==> src/rtl/pipeline_safety_scheduler.sv <==
`default_nettype none
// ============================================================================
// Module      : pipeline_safety_scheduler
// Description : Sequences core startup, periodic ALU BIST windows and
//               latching of fatal ECC / mux / BIST faults into a halt state.
// Revision    : 1.0 - initial release
// ============================================================================
module pipeline_safety_scheduler #(
    parameter int BIST_PERIOD = 1024,
    parameter int BIST_LEN    = 16,
    parameter int SETTLE      = 4,
    parameter int CNT_W       = 8,
    parameter int SERR_LIMIT  = 16
) (
    input  logic             clk,
    input  logic             rst,
    input  logic             loader_done_in,
    input  logic             hardware_fault_flag,
    input  logic             mux_error_flag,
    input  logic             s_err_imem,
    input  logic             s_err_dmem,
    input  logic             d_err_imem,
    input  logic             d_err_dmem,
    input  logic             clr_faults,
    output logic             core_run,
    output logic             test_en_out,
    output logic             halt,
    output logic [3:0]       fault_code,
    output logic [CNT_W-1:0] s_err_count,
    output logic [CNT_W-1:0] bist_pass_count
);

    localparam int c_win_w = (BIST_LEN > 2) ? $clog2(BIST_LEN) : 1;
    localparam int c_per_w = (BIST_PERIOD > 2) ? $clog2(BIST_PERIOD) : 1;

    localparam logic [c_win_w-1:0] c_win_last  = c_win_w'(BIST_LEN - 1);
    localparam logic [c_win_w-1:0] c_settle    = c_win_w'(SETTLE);
    localparam logic [c_per_w-1:0] c_per_last  = c_per_w'(BIST_PERIOD - 1);
    localparam logic [CNT_W-1:0]   c_cnt_max   = {CNT_W{1'b1}};
    localparam logic [CNT_W-1:0]   c_serr_lim  = CNT_W'(SERR_LIMIT);

    typedef enum logic [1:0] {
        ST_IDLE = 2'd0,
        ST_BIST = 2'd1,
        ST_RUN  = 2'd2,
        ST_HALT = 2'd3
    } state_t;

    state_t               r_state;
    state_t               w_state_nx;
    logic [c_win_w-1:0]   r_win,   w_win_nx;
    logic [c_per_w-1:0]   r_per,   w_per_nx;
    logic [3:0]           r_code,  w_code_nx;
    logic [CNT_W-1:0]     r_serr,  w_serr_nx;
    logic [CNT_W-1:0]     r_pass,  w_pass_nx;
    logic                 r_core_run, r_test_en, r_halt;

    logic [1:0]           w_serr_inc;
    logic [CNT_W:0]       w_serr_sum;
    logic [CNT_W-1:0]     w_serr_sat;
    logic [3:0]           w_fatal;

    // Saturating single-error accumulation; the limit check uses the updated value.
    always_comb begin
        w_serr_inc = {1'b0, s_err_imem} + {1'b0, s_err_dmem};
        w_serr_sum = {1'b0, r_serr} + (CNT_W + 1)'(w_serr_inc);
        w_serr_sat = w_serr_sum[CNT_W] ? c_cnt_max : w_serr_sum[CNT_W-1:0];
    end

    // Lowest code wins when several fatal sources fire together.
    always_comb begin
        w_fatal = 4'd0;
        if (r_state == ST_BIST || r_state == ST_RUN) begin
            if (d_err_imem)
                w_fatal = 4'd1;
            else if (d_err_dmem)
                w_fatal = 4'd2;
            else if (mux_error_flag)
                w_fatal = 4'd3;
            else if (r_state == ST_BIST && hardware_fault_flag && r_win >= c_settle)
                w_fatal = 4'd4;
            else if (w_serr_sat >= c_serr_lim)
                w_fatal = 4'd5;
        end
    end

    always_comb begin
        w_state_nx = r_state;
        w_win_nx   = r_win;
        w_per_nx   = r_per;
        w_code_nx  = r_code;
        w_serr_nx  = r_serr;
        w_pass_nx  = r_pass;
        case (r_state)
            ST_IDLE: begin
                if (loader_done_in) begin
                    w_state_nx = ST_BIST;
                    w_win_nx   = '0;
                end
            end
            ST_BIST: begin
                w_serr_nx = w_serr_sat;
                if (w_fatal != 4'd0) begin
                    w_state_nx = ST_HALT;
                    w_code_nx  = w_fatal;
                end else if (!loader_done_in) begin
                    w_state_nx = ST_IDLE;
                end else if (r_win == c_win_last) begin
                    w_state_nx = ST_RUN;
                    w_per_nx   = '0;
                    w_pass_nx  = r_pass + CNT_W'(1);
                end else begin
                    w_win_nx = r_win + c_win_w'(1);
                end
            end
            ST_RUN: begin
                w_serr_nx = w_serr_sat;
                if (w_fatal != 4'd0) begin
                    w_state_nx = ST_HALT;
                    w_code_nx  = w_fatal;
                end else if (!loader_done_in) begin
                    w_state_nx = ST_IDLE;
                end else if (r_per == c_per_last) begin
                    w_state_nx = ST_BIST;
                    w_win_nx   = '0;
                end else begin
                    w_per_nx = r_per + c_per_w'(1);
                end
            end
            ST_HALT: begin
                if (clr_faults) begin
                    w_state_nx = ST_IDLE;
                    w_code_nx  = 4'd0;
                    w_serr_nx  = '0;
                end
            end
            default: w_state_nx = ST_IDLE;
        endcase
    end

    // Status flags are registered from the next state so they align with r_state.
    always_ff @(posedge clk) begin
        if (rst) begin
            r_state    <= ST_IDLE;
            r_win      <= '0;
            r_per      <= '0;
            r_code     <= 4'd0;
            r_serr     <= '0;
            r_pass     <= '0;
            r_core_run <= 1'b0;
            r_test_en  <= 1'b0;
            r_halt     <= 1'b0;
        end else begin
            r_state    <= w_state_nx;
            r_win      <= w_win_nx;
            r_per      <= w_per_nx;
            r_code     <= w_code_nx;
            r_serr     <= w_serr_nx;
            r_pass     <= w_pass_nx;
            r_core_run <= (w_state_nx == ST_RUN);
            r_test_en  <= (w_state_nx == ST_BIST);
            r_halt     <= (w_state_nx == ST_HALT);
        end
    end

    assign core_run        = r_core_run;
    assign test_en_out     = r_test_en;
    assign halt            = r_halt;
    assign fault_code      = r_code;
    assign s_err_count     = r_serr;
    assign bist_pass_count = r_pass;

endmodule
`default_nettype wire

==> config.mk <==
export PLATFORM = sky130hd
export DESIGN_NAME = pipeline_safety_scheduler
export DESIGN_NICKNAME = d
export VERILOG_FILES = /design/src/rtl/pipeline_safety_scheduler.sv
export SDC_FILE = /design/constraint.sdc
export NUM_CORES = 1
export LEC_CHECK = 0
export ABC_AREA = 1
export BUFFER_PORTS_ARGS = -buffer_cell sky130_fd_sc_hd__buf_2
export CORE_AREA = 10 10 75 77
export DETAILED_ROUTE_END_ITERATION = 8
export DIE_AREA = 0 0 85 87
export PLACE_DENSITY = 0.86
export SKIP_LAST_GASP = 1
export SLEW_MARGIN = 10
export SYNTH_ARGS = -nofsm -noshare
export SYNTH_HDL_FRONTEND = slang
export SYNTH_SLANG_ARGS = --single-unit
export TNS_END_PERCENT = 10
==> constraint.sdc <==
create_clock -name clk -period 3.1 [get_ports clk]
set_clock_uncertainty 0.1 [all_clocks]
set_input_delay 0.465 -clock clk [delete_from_list [all_inputs] [get_ports clk]]
set_output_delay 0.465 -clock clk [all_outputs]
set_load 0.1 [all_outputs]
==> impl_metrics.csv, run 1 <==
group,metric,value,unit
floorplanning,ios,33,
critical_path,crit_path_start,"s_err_count[0]",
place,finalWeightedCongestion,0.847,
routing,drt-pass1-iter-count,4,
sta,final.min_clock_period,2.79,ns
layout,final_cell_mix,"nand2_1 (90), inv_1 (39), dfxtp_1 (38)",
place,dp_slack,0.0234,ns
min_path,holdCritStartpoint,"fault_code[2]",
sta,final.setup.worst_slack,0.309,ns
sta,maxSlewHeadroom,59.5,%
routing,wirelength,5070,microns
cts,clock_latency,0.30,ns
layout,final_common_cell,"nand2_1",
grt,grt_usage,13.8,%
logic_synthesis,ys_async_sr_fraction,0,%
logic_synthesis,synth_nets,352,
cts,cts_root_buf,"clkbuf_8",
logic_synthesis,synth_area_per_cell,6.82,sq um
sta,finalSetupViolations,0,
floorplanning,die_width,85,microns
run_status,outcome,"complete, no violations",
pwr,leakage,1.17,nW
critical_path,worstSetupPathType,"register to register",
routing,vias,2160,
cts,cts_made_buffers,5,
grt,grt_pass1_wl,8630,microns
critical_path,critPathCaptureType,"register",
logic_synthesis,synth-edff-count,0,
logic_synthesis,syn-cell-area,2270,sq um
cts,cts-hold-fix-buffers,0,
floorplanning,core,4230,sq um
critical_path,arrival,2.88,ns
routing,vias_per_cell,5.17,
grt,grt_overflow,0,
routing,wl_per_cell,12.1,microns
layout,nets,384,
job,drv_cap,0,
critical_path,critPathLaunchType,"register",
logic_synthesis,synth_cell_types,34,
logic_synthesis,syn_inst,333,
routing,drtIter0Drc,142,
logic_synthesis,synthFlopType,"dfxtp_1",
cts,cts_tree,"done",
routing,dr.max_layer_used,"met4",
cts,clock_path_buffers,2,
layout,antenna_cells,0,
sta,fmax,358,MHz
pwr,power,1.47,mW
routing,wl_met2,2350,microns
cts,cts_setup_buffers,0,
min_path,hp-class,"register to register",
critical_path,rrSetupSlack,0.31,ns
floorplanning,initial_core_util,53.6,%
pwr,pwr_density_cell,567,nW/um^2
routing,post-route-drc-count,0,
routing,antenna_left,0,
pwr,ir_worst_vdd,595,uV
logic_synthesis,yosysSeqAreaShare,33.5,%
cts,cts_resized,0,
sta,worst_slew_pin_slew,0.605,ns
grt,grt_max_degree,33,
routing,wl_met3,252,microns
cts,cts.clk_slew.worst_paths,0.08,ns
cts,cts.sinks,38,
floorplanning,die_area,7400,sq um
sta,drv_slew,0,
layout,drive_gt1_share,16.1,%
layout,area_growth,14.5,%
floorplanning,die_y,87,microns
critical_path,cp_max_fo,12,
critical_path,crit_required,3.19,ns
sta,tns,0,ns
logic_synthesis,ys_warn_count,0,
logic_synthesis,synth-seq-cells,38,
sta,rsz0062_at_grt,"no",
layout,final_core_util,61.4,%
floorplanning,rows,24,
place,portBuffers,31,
cts,cts-htree-levels,2,
grt,antenna_found_initial,0,
grt,grt_pass1_vias,2018,
place,place_hpwl,3660,microns
sta,timing.final.crit_share,90.0,%
layout,nFillCells,380,
routing,wl_met1,2390,microns
critical_path,rr_startpoint,"s_err_count[0]",
sta,hold_viol_final,0,
==> routing by layer <==
| layer | track usage (%) | vias up |
|---|---|---|
| li1 | - | 1129 |
| met4 | 5.69 | 0 |
| met5 | 0 | - |
| met3 | 3.75 | 7 |
| met2 | 23.1 | 51 |
| met1 | 16.3 | 973 |
==> area by class of cell <==
class	count	area (sq um)	share of cell area, %
multi-input combinational	246	1310	50.5
sequential	38	761	29.3
inverter	43	163	6.26
timing repair buffer	31	155	5.97
clock buffer	6	82.6	3.18
tap	52	65.1	2.50
clock inverter	2	60.1	2.31
==> sequential cells by signal, summed over array words and instances (netlist names) <==
name and count:
bist_pass_count 8, halt 1, r_per 10, r_state 2, s_err_count 8, test_en_out 1, fault_code 3, core_run 1
r_win 4
==> logic make-up after synthesis <==
group	share of synthesized area (%)
flops	33.5
compound gates	14.8
simple gates	32.1
fa+ha+maj	5.29
other cells	0.165
buf+inv	8.65
xor+xnor	5.40
==> Yosys cell counts, drive strengths merged, types with 2 or more instances <==
cell,instances,area (sq um)
a211oi,2,15.0
a21oi,35,175
a31oi,2,12.5
buf,2,18.8
clkbuf,4,15.0
clkinv,3,12.5
dfxtp,38,761
ha,8,100
inv,40,150
nand2,100,410
nand3,17,95.1
nand4,7,43.8
nor2,31,139
nor3,7,35.0
o21ai,15,82.6
xnor2,4,35.0
xor2,10,87.6
==> critical path, cell delays in order, from the launching register on <==
cell and delay (ns):
dfxtp_1 0.33, fa_1 0.40, ha_1 0.24, nand2_1 0.13, nor2_1 0.06, nand2_2 0.09
nand2_1 0.07, nor2_1 0.13, nand3_2 0.08, o21ai_1 0.14, inv_1 0.11, nor2_4 0.12
nand2_4 0.10, nand2_2 0.09, nand2_2 0.16, o21ai_0 0.25, nor2_1 0.07
==> where the power goes <==
group	switching (mW)	total [mW]	internal, mW
combinational	0.309	0.407	0.0988
sequential	0.0216	0.536	0.514
clock	0.187	0.530	0.343
==> metrics by stage <==
stage	cells	instance area, sq um	hold slack [ns]
floorplan	333	2270	0.368
global placement	410	2460	0.361
detailed placement	410	2460	0.367
CTS	418	2600	0.378
global route	418	2600	0.395
finish	418	2600	0.375
==> worst paths after layout <==
check                           cells past startpoint       endpoint
worst max register to register                     16       r_per[1]
worst max-delay path                               16       r_per[1]
worst min-delay path                                2  fault_code[2]
worst min register to register                      2  fault_code[2]
Power figures use the tool's default switching activity.
==> run 2, diff against run 1 <==
--- a/config.mk
+++ b/config.mk
@@ -7,10 +7,11 @@
 export LEC_CHECK = 0
 export ABC_AREA = 1
 export BUFFER_PORTS_ARGS = -buffer_cell sky130_fd_sc_hd__buf_2
-export CORE_AREA = 10 10 75 77
+export CORE_AREA = 10 10 74 76
+export CTS_BUF_LIST = sky130_fd_sc_hd__clkbuf_4 sky130_fd_sc_hd__clkbuf_8
 export DETAILED_ROUTE_END_ITERATION = 8
-export DIE_AREA = 0 0 85 87
-export PLACE_DENSITY = 0.86
+export DIE_AREA = 0 0 84 86
+export PLACE_DENSITY = 0.88
 export SKIP_LAST_GASP = 1
 export SLEW_MARGIN = 10
 export SYNTH_ARGS = -nofsm -noshare
==> run 2 against run 1 <==
Net effect:
- worst setup slack improved by 0.035 ns
- clock-buffer cell count rose by 1
- global-route usage is 0.52 points higher
- wire length up 0.43%
- largest power group unchanged
==> impl_metrics.csv, run 2 (synthesis gave the netlist of run 1 again) <==
group,metric,value,unit
run_status,outcome,"complete, no violations",
critical_path,cp.buffers_inverters,1,
cts,cts_root_buf,"clkbuf_8",
job,drv_cap,0,
floorplanning,die_area,7220,sq um
sta,hold_viol_final,0,
sta,finalSetupViolations,0,
floorplanning,core,3970,sq um
layout,area_growth,12.3,%
layout,nets,384,
cts,clock_latency,0.29,ns
place,place_hpwl,3810,microns
critical_path,cp_max_fo,12,
layout,final_cell_mix,"nand2_1 (90), inv_1 (39), dfxtp_1 (38)",
routing,wl_met3,321,microns
cts,cts_tree,"done",
critical_path,slowest_stage,"fa_1",
critical_path,critPathTopFamily,"simple AND/OR/NAND/NOR gates",
layout,antenna_cells,0,
cts,cts_resized,0,
routing,wl_met1,2290,microns
grt,grt_pass1_wl,8880,microns
floorplanning,ios,33,
grt,antenna_found_initial,0,
sta,timing.final.crit_share,88.9,%
cts,cts_setup_buffers,0,
routing,wl_met2,2370,microns
layout,largest_reg_flops,10,
routing,antenna_left,0,
critical_path,cp_cell_sequence,"fa_1 -> ha_1 -> nand2_1 -> nor2_1 -> nand2_2 -> nand2_1 -> nor2_1 -> nand3_2 -> o21ai_1 -> inv_1 -> nor2_4 -> nand2_4 -> nand2_2 -> nand2_2 -> o21ai_0 -> nor2_1",
pwr,ir_worst_vdd,367,uV
routing,dr.max_layer_used,"met4",
routing,wl_per_cell,12.2,microns
min_path,hp-class,"register to register",
sta,rsz0062_at_grt,"no",
critical_path,critPathLaunchType,"register",
cts,cts.clk_slew.worst_paths,0.07,ns
routing,vias_per_cell,5.27,
cts,clock_path_buffers,2,
routing,post-route-drc-count,0,
routing,drt-pass1-iter-count,4,
place,dp_slack,0.0563,ns
place,portBuffers,31,
critical_path,crit_required,3.19,ns
sta,final.setup.worst_slack,0.345,ns
floorplanning,initial_core_util,57.2,%
pwr,pwr_density_cell,511,nW/um^2
layout,regMostFlops,"r_per",
grt,grt_pass1_vias,2065,
cts,cts_made_buffers,5,
critical_path,r2r_cells,16,
routing,vias,2193,
sta,tns,0,ns
critical_path,cpPeakStageDelay,0.41,ns
critical_path,worstSetupPathType,"register to register",
cts,cts-hold-fix-buffers,0,
routing,wirelength,5100,microns
sta,worst_slew_pin_slew,0.610,ns
floorplanning,rows,23,
place,finalWeightedCongestion,0.880,
critical_path,arrival,2.84,ns
routing,drtIter0Drc,137,
cts,cts.sinks,38,
grt,grt_max_degree,33,
grt,grt_usage,14.3,%
sta,drv_slew,0,
floorplanning,die_y,86,microns
sta,fmax,363,MHz
sta,final.min_clock_period,2.76,ns
grt,grt_overflow,0,
layout,drive_gt1_share,16.1,%
pwr,leakage,1.15,nW
cts,cts-htree-levels,2,
layout,final_common_cell,"nand2_1",
min_path,hold_depth,2,
floorplanning,die_width,84,microns
critical_path,cp.depth,16,
critical_path,critPathCaptureType,"register",
sta,maxSlewHeadroom,59.2,%
[run 2: cell types whose count changed in the layout (fill, tap and decap cells not counted), sizes merged]
cell    delta
clkbuf     +1
clkinv     +1
bufinv     -2
[run 2: layout make-up]
| type | instances | area, sq um |
|---|---|---|
| repair buffers | 31 | 155 |
| clock inverters | 1 | 5.00 |
| well taps | 50 | 62.6 |
| inverters | 43 | 163 |
| clock buffers | 7 | 90.1 |
| fillers | 360 | 1420 |
| multi-input cells | 246 | 1310 |
| flip-flops and latches | 38 | 761 |
[run 2: worst paths after layout]
| check | end | slack (ns) | startpoint |
|---|---|---|---|
| max | r_per[1] | 0.34 | s_err_count[0] |
| min | fault_code[1] | 0.36 | fault_code[1] |
| max reg2reg | r_per[1] | 0.34 | s_err_count[0] |
| min reg2reg | fault_code[1] | 0.36 | fault_code[1] |
[run 2: routing by layer]
layer,GRT usage [%],vias to the layer above
met4,6.24,0
li1,-,1134
met2,23.3,61
met1,17.1,987
met5,0,-
met3,4.26,11
[run 2: through the flow]
| step | total power, mW | instance area, sq um | hold WS [ns] | instances | util, % |
|---|---|---|---|---|---|
| 3_3_place_gp | 0.942 | 2450 | 0.354 | 408 | 61.8 |
| 6_report | 1.30 | 2550 | 0.361 | 416 | 64.2 |
| 4_1_cts | 1.31 | 2550 | 0.363 | 416 | 64.2 |
| 5_1_grt | 1.37 | 2550 | 0.392 | 416 | 64.2 |
| 3_5_place_dp | 0.950 | 2450 | 0.356 | 408 | 61.8 |
| 2_1_floorplan | 0.873 | 2270 | 0.368 | 333 | - |
[run 2: worst register-to-register path, stage by stage, from the launching register on]
cell and delay (ns):
dfxtp_1 0.34, fa_1 0.41, ha_1 0.24, nand2_1 0.14, nor2_1 0.07, nand2_2 0.09
nand2_1 0.08, nor2_1 0.13, nand3_2 0.08, o21ai_1 0.12, inv_1 0.09, nor2_4 0.10
nand2_4 0.09, nand2_2 0.10, nand2_2 0.15, o21ai_0 0.25, nor2_1 0.08
[run 2: power by group]
| group | switching [mW] | total, mW | internal (mW) | leakage, nW |
|---|---|---|---|---|
| clock | 0.170 | 0.358 | 0.188 | 0.0517 |
| sequential | 0.0212 | 0.535 | 0.514 | 0.307 |
| combinational | 0.310 | 0.410 | 0.0995 | 0.795 |
